## config.mk

```make
export PLATFORM = sky130hd
export DESIGN_NAME = word_matcher_flat
export DESIGN_NICKNAME = d
export VERILOG_FILES = /design/src/rtl/matcher_pkg.sv /design/src/rtl/word_matcher_if.sv /design/src/rtl/char_compare.sv /design/src/rtl/word_matcher.sv /design/src/flat_wrapper.sv
export SDC_FILE = /design/constraint.sdc
export NUM_CORES = 1
export LEC_CHECK = 0
export CAP_MARGIN = 20
export CORE_MARGIN = 2
export CORE_UTILIZATION = 35
export DETAILED_ROUTE_END_ITERATION = 7
export PLACE_DENSITY = 0.79
export SYNTH_ARGS = -nofsm -noshare
export SYNTH_HDL_FRONTEND = slang
export SYNTH_HIERARCHICAL = 1
export SYNTH_SLANG_ARGS = --single-unit
```

## constraint.sdc

```tcl
create_clock -name aclk -period 2.6 [get_ports aclk]
set_clock_uncertainty 0.05 [all_clocks]
set_input_delay 0.39 -clock aclk [delete_from_list [all_inputs] [get_ports aclk]]
set_output_delay 0.39 -clock aclk [all_outputs]
set_load 0.02 [all_outputs]
```

## src/rtl/matcher_pkg.sv

```systemverilog
// word_matcher shared types and constants.
// FSM states, pattern width, delimiter and end-of-text codes.
package matcher_pkg;

  typedef enum logic [1:0] {
    ST_IDLE,
    ST_WORD,
    ST_SKIP
  } state_e;

  localparam int         MAX_LEN = 8;
  localparam logic [7:0] DELIM   = 8'h20;
  localparam logic [7:0] CMD_END = 8'h01;

endpackage

```

## src/rtl/word_matcher_if.sv

```systemverilog
// Character-in / result-out stream bundle for word_matcher.
// s_axis_*: char beats (no tready); m_axis_*: 1-cycle result pulses.
interface word_matcher_if;

  logic       s_axis_tvalid;
  logic [7:0] s_axis_tdata;
  logic       s_axis_tuser;
  logic       m_axis_tvalid;
  logic [7:0] m_axis_tdata;

  modport slave (
    input  s_axis_tvalid,
    input  s_axis_tdata,
    input  s_axis_tuser,
    output m_axis_tvalid,
    output m_axis_tdata
  );

  modport master (
    output s_axis_tvalid,
    output s_axis_tdata,
    output s_axis_tuser,
    input  m_axis_tvalid,
    input  m_axis_tdata
  );

endinterface

```

## src/rtl/char_compare.sv

```systemverilog
// Per-position hit: disabled positions always hit, else masked equality.
// Ports: char_i, pat_i, mask_i (8b), en_i -> hit_o.
module char_compare (
  input  logic [7:0] char_i,
  input  logic [7:0] pat_i,
  input  logic [7:0] mask_i,
  input  logic       en_i,
  output logic       hit_o
);

  assign hit_o = ~en_i | (((char_i ^ pat_i) & mask_i) == 8'h00);

endmodule

```

## src/rtl/word_matcher.sv

```systemverilog
// Splits a char stream into words and emits the index of matching words.
// Ports: aclk/aresetn, pattern config (live), axis stream bundle.
module word_matcher
  import matcher_pkg::*;
#(
  parameter int         MAX_LEN = 8,
  parameter logic [7:0] DELIM   = 8'h20
) (
  input  logic          aclk,
  input  logic          aresetn,
  input  logic [7:0]    word_size,
  input  logic [7:0]    result_mask,
  input  logic [63:0]   characters,
  input  logic [63:0]   masks,
  word_matcher_if.slave axis
);

  state_e     state_q;
  logic [3:0] pos_q;
  logic       ok_q;
  logic [7:0] idx_q;
  logic       mvalid_q;
  logic [7:0] mdata_q;

  logic [2:0] sel;
  logic       hit;
  logic       is_delim;
  logic       term;
  logic       chr;
  logic       full;
  logic       size_ok;
  logic       match;

  // Position 0 is evaluated on the beat that opens the word.
  assign sel = (state_q == ST_IDLE) ? 3'd0 : pos_q[2:0];

  char_compare u_cmp (
    .char_i (axis.s_axis_tdata),
    .pat_i  (characters[{sel, 3'b000} +: 8]),
    .mask_i (masks[{sel, 3'b000} +: 8]),
    .en_i   (result_mask[sel]),
    .hit_o  (hit)
  );

  assign is_delim = axis.s_axis_tdata == DELIM;
  assign term     = axis.s_axis_tvalid
                  & (axis.s_axis_tuser | is_delim);
  assign chr      = axis.s_axis_tvalid
                  & ~axis.s_axis_tuser & ~is_delim;

  // Word already as long as the pattern allows: further chars kill it.
  assign full     = ({4'd0, pos_q} >= word_size)
                  | (int'(pos_q) >= MAX_LEN);

  assign size_ok  = (word_size != 8'd0)
                  & (int'(word_size) <= MAX_LEN);

  assign match    = (state_q == ST_WORD) & ok_q & size_ok
                  & ({4'd0, pos_q} == word_size);

  always_ff @(posedge aclk) begin
    if (!aresetn) begin
      state_q  <= ST_IDLE;
      pos_q    <= 4'd0;
      ok_q     <= 1'b1;
      idx_q    <= 8'd0;
      mvalid_q <= 1'b0;
      mdata_q  <= 8'd0;
    end else begin
      mvalid_q <= 1'b0;
      unique case (1'b1)
        term: begin
          if (state_q != ST_IDLE) begin
            mvalid_q <= match;
            if (match) mdata_q <= idx_q;
            idx_q <= idx_q + 8'd1;
          end
          // End of text restarts numbering for the next text.
          if (axis.s_axis_tuser) idx_q <= 8'd0;
          state_q <= ST_IDLE;
          pos_q   <= 4'd0;
          ok_q    <= 1'b1;
        end
        chr: begin
          case (state_q)
            ST_IDLE: begin
              state_q <= ST_WORD;
              ok_q    <= hit;
              pos_q   <= 4'd1;
            end
            ST_WORD: begin
              if (full) begin
                ok_q    <= 1'b0;
                state_q <= ST_SKIP;
              end else begin
                ok_q  <= ok_q & hit;
                pos_q <= pos_q + 4'd1;
              end
            end
            ST_SKIP: ;
            default: state_q <= ST_IDLE;
          endcase
        end
        default: ;
      endcase
    end
  end

  assign axis.m_axis_tvalid = mvalid_q;
  assign axis.m_axis_tdata  = mdata_q;

endmodule

```

## src/flat_wrapper.sv

```systemverilog
// flat-port wrapper written by rule: the top's interface ports become plain ports
module word_matcher_flat import matcher_pkg::*;
#(
  parameter int         MAX_LEN = 8,
  parameter logic [7:0] DELIM   = 8'h20
)
  (aclk, aresetn, word_size, result_mask, characters, masks, axis_s_axis_tvalid, axis_s_axis_tdata, axis_s_axis_tuser, axis_m_axis_tvalid, axis_m_axis_tdata);
  word_matcher_if axis_i ();
  input  logic aclk;
  input  logic aresetn;
  input  logic [7:0] word_size;
  input  logic [7:0] result_mask;
  input  logic [63:0] characters;
  input  logic [63:0] masks;
  input wire logic [$bits(axis_i.s_axis_tvalid)-1:0] axis_s_axis_tvalid;
  input wire logic [$bits(axis_i.s_axis_tdata)-1:0] axis_s_axis_tdata;
  input wire logic [$bits(axis_i.s_axis_tuser)-1:0] axis_s_axis_tuser;
  output wire logic [$bits(axis_i.m_axis_tvalid)-1:0] axis_m_axis_tvalid;
  output wire logic [$bits(axis_i.m_axis_tdata)-1:0] axis_m_axis_tdata;
  assign axis_i.s_axis_tvalid = axis_s_axis_tvalid;
  assign axis_i.s_axis_tdata = axis_s_axis_tdata;
  assign axis_i.s_axis_tuser = axis_s_axis_tuser;
  assign axis_m_axis_tvalid = axis_i.m_axis_tvalid;
  assign axis_m_axis_tdata = axis_i.m_axis_tdata;
  word_matcher #(.MAX_LEN(MAX_LEN), .DELIM(DELIM)) u_core (.aclk(aclk), .aresetn(aresetn), .word_size(word_size), .result_mask(result_mask), .characters(characters), .masks(masks), .axis(axis_i));
endmodule
```

# Word-level counts from Yosys, hierarchy flattened
# Index checks and enable logic that the tools add are counted.
# word_totals
register_bits	24
latch_bits	0
ram_bits	0
romBits	0
n_memories	0
# classes
add_sub_neg	2
n_mul	0
div_mod_pow	0
n_lt_le_gt_ge	4
n_eq_ne	8
shift	2
n_mux	14
bitwise_logic	16
reduce_logical	12
# ops
operator	n
$shiftx A64 B7 Y8	2
$mux W8	2
$pmux W4 S2	2
$reduce_and A3 Y1	4
$ne A3 B3 Y1 const B	3
$add A8 B1 Y8 const B	1
$and A1 B1 Y1	8
$and A8 B8 Y8	1
$eq A4 B8 Y1	1
$eq A8 B6 Y1 const B	1
$ge A4 B8 Y1	1
$le A8 B4 Y1 const B	1
$logic_not A8 Y1	1
$reduce_bool A8 Y1	1
$xor A8 B8 Y8	1
$pmux W2 S3	1
$reduce_bool A2 Y1	3
$add A4 B1 Y4 const B	1
$ge A4 B4 Y1 const B	1
$lt A3 B4 Y1 const B	1
$mux W4	1
$pmux W1 S2	2
$pmux W2 S2	1
$reduce_and A2 Y1	2
10 further kinds	15

# Depth between registers and ports, before layout
# Gate-level depths: netlist (run 1).
# logic_depth
depth_word	11
ltp_mapped	14
ltp_nobuf	11

# By module
# Netlist (run 1), hierarchy kept.
# by_module_without_submodules
mod	n_inst	cells_per_inst	area_each_um2
word_matcher	1	325	2642.5
char_compare	1	13	121.4

# Worst setup path after synthesis (run 1)
# Ideal clock, no wire load.
# synth_path
path_type	register to register
from	register u_core.state_q[0]
to	register u_core.ok_q
arrival_ns	2.695
setup_slack_ns	-0.202
path_stages_with_launch	14
n_path_buf	2
period_less_slack_ns	2.802
cell_sequence	dfxtp_1 -> or2_1 -> buf_6 -> nand2_4 -> buf_6 -> mux4_1 -> nand2_1 -> o21ai_1 -> xor2_1 -> a22o_1 -> o41ai_2 -> nor2_1 -> o21ai_0 -> a21o_1
# synth_via
elab_chain_len	11
elab_cells_between_ends	18
# synth_rtl
item	line	rtl
start, declared	word_matcher.sv:18	state_e state_q;
start signal, assigned	word_matcher.sv:63	state_q <= ST_IDLE;
start signal, assigned	word_matcher.sv:80	state_q <= ST_IDLE;
start signal, assigned	word_matcher.sv:87	state_q <= ST_WORD;
$logic_not A2 Y1 *	word_matcher.sv:35	assign sel = (state_q == ST_IDLE) ? 3'd0 : pos_q[2:0];
$mux W3 *	word_matcher.sv:35	
$shiftx A64 B7 Y8	word_matcher.sv:39	.pat_i (characters[{sel, 3'b000} +: 8]),
$xor A8 B8 Y8	char_compare.sv:11	assign hit_o = ~en_i | (((char_i ^ pat_i) & mask_i) == 8'h00);
$and A8 B8 Y8	char_compare.sv:11	
$logic_not A8 Y1	char_compare.sv:11	
$or A1 B1 Y1 *	char_compare.sv:11	
named net u_core.hit	word_matcher.sv:26	logic hit;
$and A1 B1 Y1	word_matcher.sv:96	ok_q <= ok_q & hit;
$mux W1	word_matcher.sv:92	if (full) begin
$pmux W1 S2 *	word_matcher.sv:85	case (state_q)
$pmux W1 S2 *	word_matcher.sv:71	unique case (1'b1)
end signal, assigned	word_matcher.sv:88	ok_q <= hit;
end signal, assigned	word_matcher.sv:96	
end, declared	word_matcher.sv:20	logic ok_q;
# The timed path passes the listed nets; every way through them passes the cells marked *. The select of a mux whose other input is x is not followed.
# A chain may end at the register's enable or synchronous reset.

# Final worst setup path (run 1)
# Same ends and word-level chain as after synthesis.

==> results.json, run 1 <==
{
  "crit_slowest_cell": "mux4_2",
  "fin_hold_ws_ns": 0.452,
  "numCtsBuffers": 3,
  "rrSetupSlack_ns": -0.07,
  "rsz0062_at_grt": "true",
  "fin_nets": 675,
  "setup_violations": 1,
  "seqPwrFrac": 0.307,
  "fin_crit_sh": 1.03,
  "io-pin-count": 165,
  "clock.fmax_ghz": 0.375,
  "via_count": 3245,
  "clockRootBuffer": "clkbuf_8",
  "drv_cap": 0,
  "cp.required_ns": 2.77,
  "final_antenna_net_count": 0,
  "hold_viol": 0,
  "htreeDepth": 1,
  "postCtsHoldBufs": 0,
  "overflow": 0,
  "dr.pass1.iters": 4,
  "dp_hpwl_mm": 8.29,
  "diodes": 0,
  "synth_mux_area_frac": 0.247,
  "yosys.area_share.simple": 0.228,
  "internal_power_uw": 909,
  "cts.sinks": 24,
  "grt_max_degree": 35,
  "avgViaCountPerCell": 5.29,
  "cellPowerDensity_mw_per_mm2": 259,
  "hold_class": "flip-flop to flip-flop",
  "cts_tree": "built",
  "crit_arrival_ns": 2.84,
  "fp-row-count": 32,
  "initial_core_util": 0.360,
  "io_buffers": 164,
  "synth_area_leaders": "dfxtp_1 (17%), mux4_1 (9.5%), mux2i_1 (9.1%), nor2_1 (7.1%), nand2_1 (6.9%)",
  "worstMarginPinSlew_ns": 0.466,
  "yosysWarnings": 6,
  "crit_path_end_kind": "flip-flop",
  "synth_area_per_cell_um2": 8.18,
  "power_frac_comb": 0.424,
  "synth-xor-area-share": 0.0412,
  "wl_per_cell_um": 16.3,
  "antenna_found_initial": 0,
  "clkPwrFrac": 0.269,
  "async_reset_ff_frac": 0,
  "path_cells": "or2_4, nand2_8, buf_12, mux4_2, nand2_2, o21ai_2, xor2_1, a22o_1, o41ai_2, a21oi_1, o21ai_1, a21o_1",
  "yosysTopAreaCell": "dfxtp_1",
  "synth_edf_count": 0,
  "grt_pass1_vias": 3271,
  "clock_latency_ns": 0.27,
  "max-vdd-ir-drop_v": 0.000162,
  "slew_violations": 0,
  "grt_pass1_wl_mm": 15.4,
  "grt.total_usage": 0.223,
  "synth_nets": 501,
  "synth_top_area_frac": 0.174,
  "slowest_delay_ns": 0.50,
  "synth_compound_area_frac": 0.220,
  "core_mm2": 0.00769,
  "die_h_um": 92.9,
  "fin_util": 0.615,
  "synth_top_family_by_area": "multiplexers",
  "relSlewSlack": 0.689,
  "die_w_um": 92.9,
  "p_switching_uw": 315,
  "synthAdderAreaFrac": 0.0317,
  "die_area_mm2": 0.00862,
  "cp-start-kind": "flip-flop",
  "yosys.cell_types.count": 54,
  "ys_seq_area_frac": 0.174,
  "drc": 0,
  "nFillCells": 648,
  "syn_inst": 338,
  "switching_share": 0.258,
  "cts.path.max_buffers": 2,
  "clkTransAtPathRegs_ns": 0.09,
  "timing.final.crit_period_ns": 2.67,
  "violations": "negative setup slack",
  "fin_setup_tns_ns": -0.0683,
  "globalplace.congestion": 0.919,
  "synth-seq-cells": 24,
  "setup_slack_ns": -0.0683,
  "crit_fanout": 10,
  "synth_ff_type": "dfxtp_1",
  "outcome": "complete, but fails checks",
  "path_class": "flip-flop to flip-flop",
  "drive_gt1_frac": 0.121,
  "syn_to_final_growth_pct": 71.0,
  "power_leakage_uw": 0.00184,
  "wirelength_mm": 9.98,
  "netlist_area_mm2": 0.00276,
  "drtIter0Drc": 279
}
## final cells by class
class | count | area, µm² | area share
multi-input combinational | 283 | 2120 | 0.450
timing repair buffer | 192 | 1890 | 0.400
sequential | 24 | 483 | 0.102
tap | 102 | 128 | 0.0270
clock buffer | 3 | 41.3 | 0.00874
clock inverter | 1 | 30.0 | 0.00635
inverter | 8 | 30.0 | 0.00635
## critical path: cells and delay by family, from the launching register on
kind	cells	cell delay [ns]
AOI/OAI and AO/OA	6	0.99
and+or+nand+nor	3	0.50
muxes	1	0.50
DFF	1	0.33
xor gates and xnor gates	1	0.14
buffers and inverters	1	0.11
## per-layer routing
metal / share of wire / wire length [µm] / up-vias / GRT usage
li1: - / - / 1606 / -
met1: 0.39 / 3870 / 1470 / 0.264
met2: 0.52 / 5240 / 149 / 0.412
met3: 0.065 / 646 / 20 / 0.0358
met4: 0.023 / 225 / 0 / 0.0662
met5: 0 / 0 / - / 0
## logic make-up (layout without fill, tap and decap cells)
| family | count (synthesis) | after routing |
|---|---|---|
| AND/OR/NAND/NOR | 133 | 133 |
| AO/OA/AOI/OAI | 87 | 87 |
| multiplexers | 43 | 43 |
| buffers and inverters | 31 | 204 |
| flip-flops | 24 | 24 |
| XOR/XNOR | 13 | 13 |
| adder cells (fa/ha/maj) | 7 | 7 |
## synth_stat cells, types with 5 or more instances
library cell / number
nor2_1: 52
nand2_1: 51
mux2i_1: 25
a21oi_1: 24
dfxtp_1: 24
o221ai_1: 17
clkbuf_1: 13
o21ai_0: 13
mux4_1: 10
o21ai_1: 10
xor2_1: 9
inv_1: 8
ha_1: 7
mux4_2: 7
buf_2: 5
buf_6: 5
## power by group through the flow
stage	clock network, µW	logic (µW)	registers (µW)
floorplan	0	208	382
global placement	0	497	384
detailed placement	0	507	384
CTS	340	510	376
global route	352	556	377
finish	330	519	376
## repair_timing
item	4_1_cts	5_1_grt
gates resized for setup	1	6
pin swaps	0	3
gates cloned	0	0
endpoints found under the setup margin	1	1
setup buffers	0	6
## per-stage QoR
step | instances | area [µm²] | setup WS (ns) | power, µW
after global placement | 603 | 4600 | -0.0264 | 881
after floorplan | 338 | 2770 | -0.0459 | 591
after global routing | 613 | 4730 | -0.163 | 1280
after CTS | 607 | 4670 | -0.0330 | 1230
final | 613 | 4730 | -0.0683 | 1220
after detailed placement | 603 | 4600 | -0.102 | 891
## final timing paths
path	depth (start not counted)	end	start
min reg2reg	1	u_core/ok_q$_SDFFE_PN1P_	u_core/ok_q$_SDFFE_PN1P_
max	12	u_core/ok_q$_SDFFE_PN1P_	u_core/state_q[0]$_SDFFE_PN0P_
min	1	u_core/ok_q$_SDFFE_PN1P_	u_core/ok_q$_SDFFE_PN1P_
max reg2reg	12	u_core/ok_q$_SDFFE_PN1P_	u_core/state_q[0]$_SDFFE_PN0P_
## flip-flops by register name, summed over array words and instances (netlist names)
name and count:
u_core/idx_q 8, u_core/axis.m_axis_tdata 8, u_core/state_q 2, u_core/axis.m_axis_tvalid 1
u_core/pos_q 4, u_core/ok_q 1
## placed cells by master (no fill, tap or decap), drive strengths merged, types with 2 or more instances in the layout
master and n:
clkdlybuf4s50 164, nor2 52, nand2 52, buf 28
mux2i 25, a21oi 25, dfxtp 24, o21ai 23
o221ai 17, mux4 17, xor2 9, inv 8
ha 7, nor4 5, xnor2 4, nand4 4
or3 4, a22o 4, clkbuf 3, nand2b 3
nor3 2, and4 2, o21a 2, a21o 2
o31ai 2, a31oi 2
No activity file was read; power rests on OpenSTA's default activity.
==> run 2: changes to the inputs <==
CTS_CLUSTER_DIAMETER = 120   (was not set)
REMOVE_ABC_BUFFERS = 1   (was not set)
==> run 2 against run 1 <==
The run still ends with negative setup slack left. Die area did not move. Sequential share of layout area is 0.13 points lower. Final area is 2.1% higher. Clock-buffer cell count stayed put. Core utilization rose by 1.3 points. Register-to-register slack lost 0.07 ns. Non-clock buffer count increased by 3. Largest cell class unchanged. Highest routed layer unchanged.
==> results.json, run 2 (same netlist as run 1, synthesis figures left out) <==
{
  "initial_core_util": 0.360,
  "clock.fmax_ghz": 0.366,
  "cts.sinks": 24,
  "die_area_mm2": 0.00862,
  "layout_commonest_cell": "clkdlybuf4s50_1",
  "rsz0062_at_grt": "true",
  "hold_class": "flip-flop to flip-flop",
  "cp-start-kind": "flip-flop",
  "max-vdd-ir-drop_v": 0.000138,
  "drc": 0,
  "fp-row-count": 32,
  "clkTransAtPathRegs_ns": 0.09,
  "cellPowerDensity_mw_per_mm2": 257,
  "path_cells": "or2_4, buf_6, nand2_8, mux4_2, nand2_2, o21ai_2, xor2_1, a22o_1, o41ai_2, a21oi_1, o21ai_1, a21o_1",
  "grt.total_usage": 0.230,
  "drtIter0Drc": 164,
  "htreeDepth": 1,
  "outcome": "complete, but fails checks",
  "rrSetupSlack_ns": -0.14,
  "path_delay_family": "compound AO/OA/AOI/OAI gates",
  "crit_arrival_ns": 2.91,
  "violations": "negative setup slack",
  "worstPathBufferInverterCount": 1,
  "cts.path.max_buffers": 2,
  "endpoint": "u_core/ok_q$_SDFFE_PN1P_",
  "layout_common_cells": "clkdlybuf4s50_1 (164), nor2_1 (51), nand2_1 (50)",
  "setup_slack_ns": -0.136,
  "die_h_um": 92.9,
  "ff_latch_area_um2": 487,
  "reg2reg_depth": 12,
  "syn_to_final_growth_pct": 74.6,
  "drive_gt1_frac": 0.128,
  "dp_hpwl_mm": 8.09,
  "drv_cap": 0,
  "overflow": 0,
  "worstMarginPinSlew_ns": 0.465,
  "worstReg2RegEnd": "u_core/ok_q$_SDFFE_PN1P_",
  "numCtsBuffers": 3,
  "power_leakage_uw": 0.00188,
  "core_mm2": 0.00769,
  "path_class": "flip-flop to flip-flop",
  "cp.required_ns": 2.77,
  "grt_pass1_vias": 3435,
  "crit_path_end_kind": "flip-flop",
  "crit_slowest_cell": "mux4_2",
  "multi_input_area_mm2": 0.00216,
  "io-pin-count": 165,
  "globalplace.congestion": 0.897,
  "grt_max_degree": 43,
  "final_antenna_net_count": 0,
  "grt_pass1_wl_mm": 16.0,
  "wirelength_mm": 10.1,
  "wl_per_cell_um": 16.4,
  "cts_tree": "built",
  "slew_violations": 0,
  "fin_hold_ws_ns": 0.454,
  "timing.final.crit_period_ns": 2.74,
  "crit_cells": 12,
  "clock_latency_ns": 0.26,
  "fin_crit_sh": 1.05,
  "slowest_delay_ns": 0.51,
  "hold_viol": 0,
  "worstSetupStartpoint": "u_core/state_q[1]$_SDFFE_PN0P_",
  "fin_setup_tns_ns": -0.136,
  "fin_nets": 679,
  "clockRootBuffer": "clkbuf_8",
  "io_buffers": 164,
  "antenna_found_initial": 0,
  "die_w_um": 92.9,
  "dr.pass1.iters": 4,
  "via_count": 3354,
  "diodes": 0,
  "avgViaCountPerCell": 5.44,
  "relSlewSlack": 0.690,
  "crit_fanout": 5,
  "setup_violations": 1,
  "timing.rr.start": "u_core/state_q[1]$_SDFFE_PN0P_",
  "nFillCells": 657
}
==> run 2: cell types whose count changed in the layout (fill, tap and decap cells not counted), sizes merged <==
| cell | delta |
|---|---|
| nand2 | +1 |
| buf | +3 |
==> run 2: area by class of cell <==
| class | instances | share of cell area |
|---|---|---|
| well taps | 102 | 0.0265 |
| inverters | 8 | 0.00622 |
| flip-flops and latches | 24 | 0.101 |
| repair buffers | 195 | 0.405 |
| multi-input cells | 284 | 0.447 |
| clock inverters | 1 | 0.00622 |
| clock buffers | 3 | 0.00856 |
==> run 2: repair_timing <==
item,4_1_cts,5_1_grt
cloned,1,0
buffers inserted,2,1
resized for setup,10,10
hold buffers,0,0
pin swaps,11,9
endpoints found under the setup margin,1,13
==> run 2: worst min-delay path: cells and delay by family (launching register included) <==
family,cells,cell delay (ns)
flip-flops,1,0.35
AO/OA/AOI/OAI,1,0.05
AND/OR/NAND/NOR,1,0.07
==> run 2: power breakdown <==
part           internal [µW]  total [µW]  switching [µW]
clock                    206         328             122
combinational            345         534             189
sequential               371         378            7.04
==> run 2: through the flow <==
step	std cells	util	setup WS, ns	power, µW	area, µm²
floorplan	315	-	-1.18	578	2630
global placement	609	0.607	-0.103	895	4660
detailed placement	609	0.607	-0.184	902	4660
CTS	616	0.623	-0.0883	1240	4790
global route	617	0.628	-0.261	1300	4820
finish	617	0.628	-0.136	1240	4820
==> run 2: how the worst min path moves through the flow <==
stage	cells past startpoint	from	slack, ns	end
after floorplan	1	u_core/ok_q$_SDFFE_PN1P_	0.37	u_core/ok_q$_SDFFE_PN1P_
after global placement	2	u_core/idx_q[1]$_SDFFE_PN0P_	0.43	u_core/idx_q[1]$_SDFFE_PN0P_
after detailed placement	1	u_core/ok_q$_SDFFE_PN1P_	0.43	u_core/ok_q$_SDFFE_PN1P_
after CTS	1	u_core/ok_q$_SDFFE_PN1P_	0.45	u_core/ok_q$_SDFFE_PN1P_
after global routing	2	u_core/axis.m_axis_tdata[0]$_SDFFE_PN0P_	0.48	u_core/axis.m_axis_tdata[0]$_SDFFE_PN0P_
final	2	u_core/idx_q[1]$_SDFFE_PN0P_	0.45	u_core/idx_q[1]$_SDFFE_PN0P_
==> run 2: routing by layer <==
layer / vias to the layer above / track usage / wire length [µm]
met4: 0 / 0.0907 / 378
met5: - / 0 / 0
met3: 33 / 0.0472 / 806
met1: 1542 / 0.256 / 3790
li1: 1619 / - / -
met2: 160 / 0.426 / 5170
==> run 3: changes to the inputs <==
MAX_ROUTING_LAYER = met4   (was not set)
SKIP_LAST_GASP = 1   (was not set)
==> run 3 against run 2 <==
The run still ends with negative setup slack left. Final area fell by 0.62%. Clock power rose by 1%. Highest routed layer unchanged. Worst setup slack improved by 0.042 ns. Combinational power barely moved. First-iteration DRC count fell by 10%.
==> results.json, run 3 (same netlist as run 1, synthesis figures left out) <==
{
  "grt_use_met3": 0.0244,
  "fin_util": 0.624,
  "crit_fanout": 5,
  "grt_pass1_vias": 3401,
  "fp-row-count": 32,
  "p_switching_uw": 322,
  "die_w_um": 92.9,
  "drive_gt1_frac": 0.136,
  "seqPwrFrac": 0.304,
  "clkTransAtPathRegs_ns": 0.09,
  "relSlewSlack": 0.701,
  "fin_total_pwr_uw": 1240,
  "cts.sinks": 24,
  "syn_to_final_growth_pct": 73.5,
  "cts_tree": "built",
  "avgViaCountPerCell": 5.43,
  "layout_commonest_cell": "clkdlybuf4s50_1",
  "wirelength_mm": 10.1,
  "switching_share": 0.259,
  "fin_crit_sh": 1.04,
  "overflow": 0,
  "io_buffers": 164,
  "dr.pass1.iters": 4,
  "path_class": "flip-flop to flip-flop",
  "top_usage_layer": "met2",
  "layout_common_cells": "clkdlybuf4s50_1 (164), nor2_1 (51), nand2_1 (49)",
  "globalplace.congestion": 0.913,
  "numCtsBuffers": 3,
  "crit_path_end_kind": "flip-flop",
  "antenna_found_initial": 0,
  "setup_slack_ns": -0.0936,
  "grt.total_usage": 0.238,
  "htreeDepth": 1,
  "diodes": 0,
  "power_frac_comb": 0.428,
  "dp_hpwl_mm": 8.25,
  "crit_slowest_cell": "mux4_2",
  "drtIter0Drc": 147,
  "hold_viol": 0,
  "core_mm2": 0.00769,
  "violations": "negative setup slack",
  "cp.required_ns": 2.77,
  "cts.path.max_buffers": 2,
  "clkPwrFrac": 0.268,
  "worstMarginPinSlew_ns": 0.448,
  "crit_arrival_ns": 2.87,
  "slew_violations": 0,
  "path_cells": "or2_4, nand2_8, buf_12, mux4_2, nand2_2, o21ai_2, xor2_1, a22o_1, o41ai_2, a21oi_1, o21ai_1, a21o_1",
  "grt_max_degree": 35,
  "use_met1": 0.272,
  "power_leakage_uw": 0.00188,
  "final_antenna_net_count": 0,
  "die_h_um": 92.9,
  "outcome": "complete, but fails checks",
  "io-pin-count": 165,
  "fin_setup_tns_ns": -0.0936,
  "use_met2": 0.427,
  "clockRootBuffer": "clkbuf_8",
  "via_count": 3348,
  "clock_latency_ns": 0.27,
  "internal_power_uw": 919,
  "fin_nets": 679,
  "initial_core_util": 0.360,
  "max-vdd-ir-drop_v": 0.000133,
  "wl_per_cell_um": 16.4,
  "drv_cap": 0,
  "grt_pass1_wl_mm": 15.8,
  "hold_class": "flip-flop to flip-flop",
  "die_area_mm2": 0.00862,
  "cellPowerDensity_mw_per_mm2": 259,
  "postCtsHoldBufs": 0,
  "slowest_delay_ns": 0.51,
  "rsz0062_at_grt": "true",
  "setup_violations": 1,
  "cp-start-kind": "flip-flop",
  "worstPathBufferInverterCount": 1,
  "path_delay_family": "compound AO/OA/AOI/OAI gates",
  "drc": 0,
  "clock.fmax_ghz": 0.371,
  "timing.final.crit_period_ns": 2.69
}
[run 3: worst min-delay path, stage by stage, from the launching register on]
cell and delay, ns:
dfxtp_1 0.35, nand2_1 0.06, a21oi_1 0.05
[run 3: final timing paths]
kind         cells past startpoint                           end  slack [ns]                      startpoint
min                              2  u_core/idx_q[1]$_SDFFE_PN0P_        0.45    u_core/idx_q[1]$_SDFFE_PN0P_
max                             12      u_core/ok_q$_SDFFE_PN1P_       -0.09  u_core/state_q[1]$_SDFFE_PN0P_
min reg2reg                      2  u_core/idx_q[1]$_SDFFE_PN0P_        0.45    u_core/idx_q[1]$_SDFFE_PN0P_
max reg2reg                     12      u_core/ok_q$_SDFFE_PN1P_       -0.09  u_core/state_q[1]$_SDFFE_PN0P_
[run 3: per-layer routing]
layer  share of wire  wire length (µm)
met5               0                 0
met1            0.39              3920
met4           0.042               421
met3           0.070               708
met2            0.50              5080
[run 3: layout make-up]
class,count,area [µm²]
Tap cell,102,128
Inverter,8,30.0
Multi-Input combinational cell,284,2150
Sequential cell,24,487
Timing Repair Buffer,195,1930
Fill cell,654,2890
Clock inverter,1,30.0
Clock buffer,3,41.3
[run 3: power groups by stage]
| stage | combinational, µW | sequential, µW | clock (µW) |
|---|---|---|---|
| 2_1_floorplan | 181 | 397 | 0 |
| 3_3_place_gp | 510 | 384 | 0 |
| 3_5_place_dp | 518 | 384 | 0 |
| 4_1_cts | 526 | 377 | 339 |
| 5_1_grt | 571 | 378 | 349 |
| 6_report | 531 | 377 | 332 |
[run 3: metrics by stage]
step	std cells	hold WS (ns)	setup slack [ns]	instance area [µm²]
2_1_floorplan	315	0.368	-1.18	2630
3_3_place_gp	610	0.430	-0.113	4660
3_5_place_dp	610	0.428	-0.203	4660
4_1_cts	617	0.452	-0.0671	4780
5_1_grt	617	0.460	-0.204	4790
6_report	617	0.452	-0.0936	4790
[run 3: what timing repair did]
item,CTS,global route
gates resized for setup,9,12
pin swaps,12,9
endpoints found under the setup margin,1,12
endpoints found under the hold margin,0,0
setup buffers,2,0
gates cloned,1,0
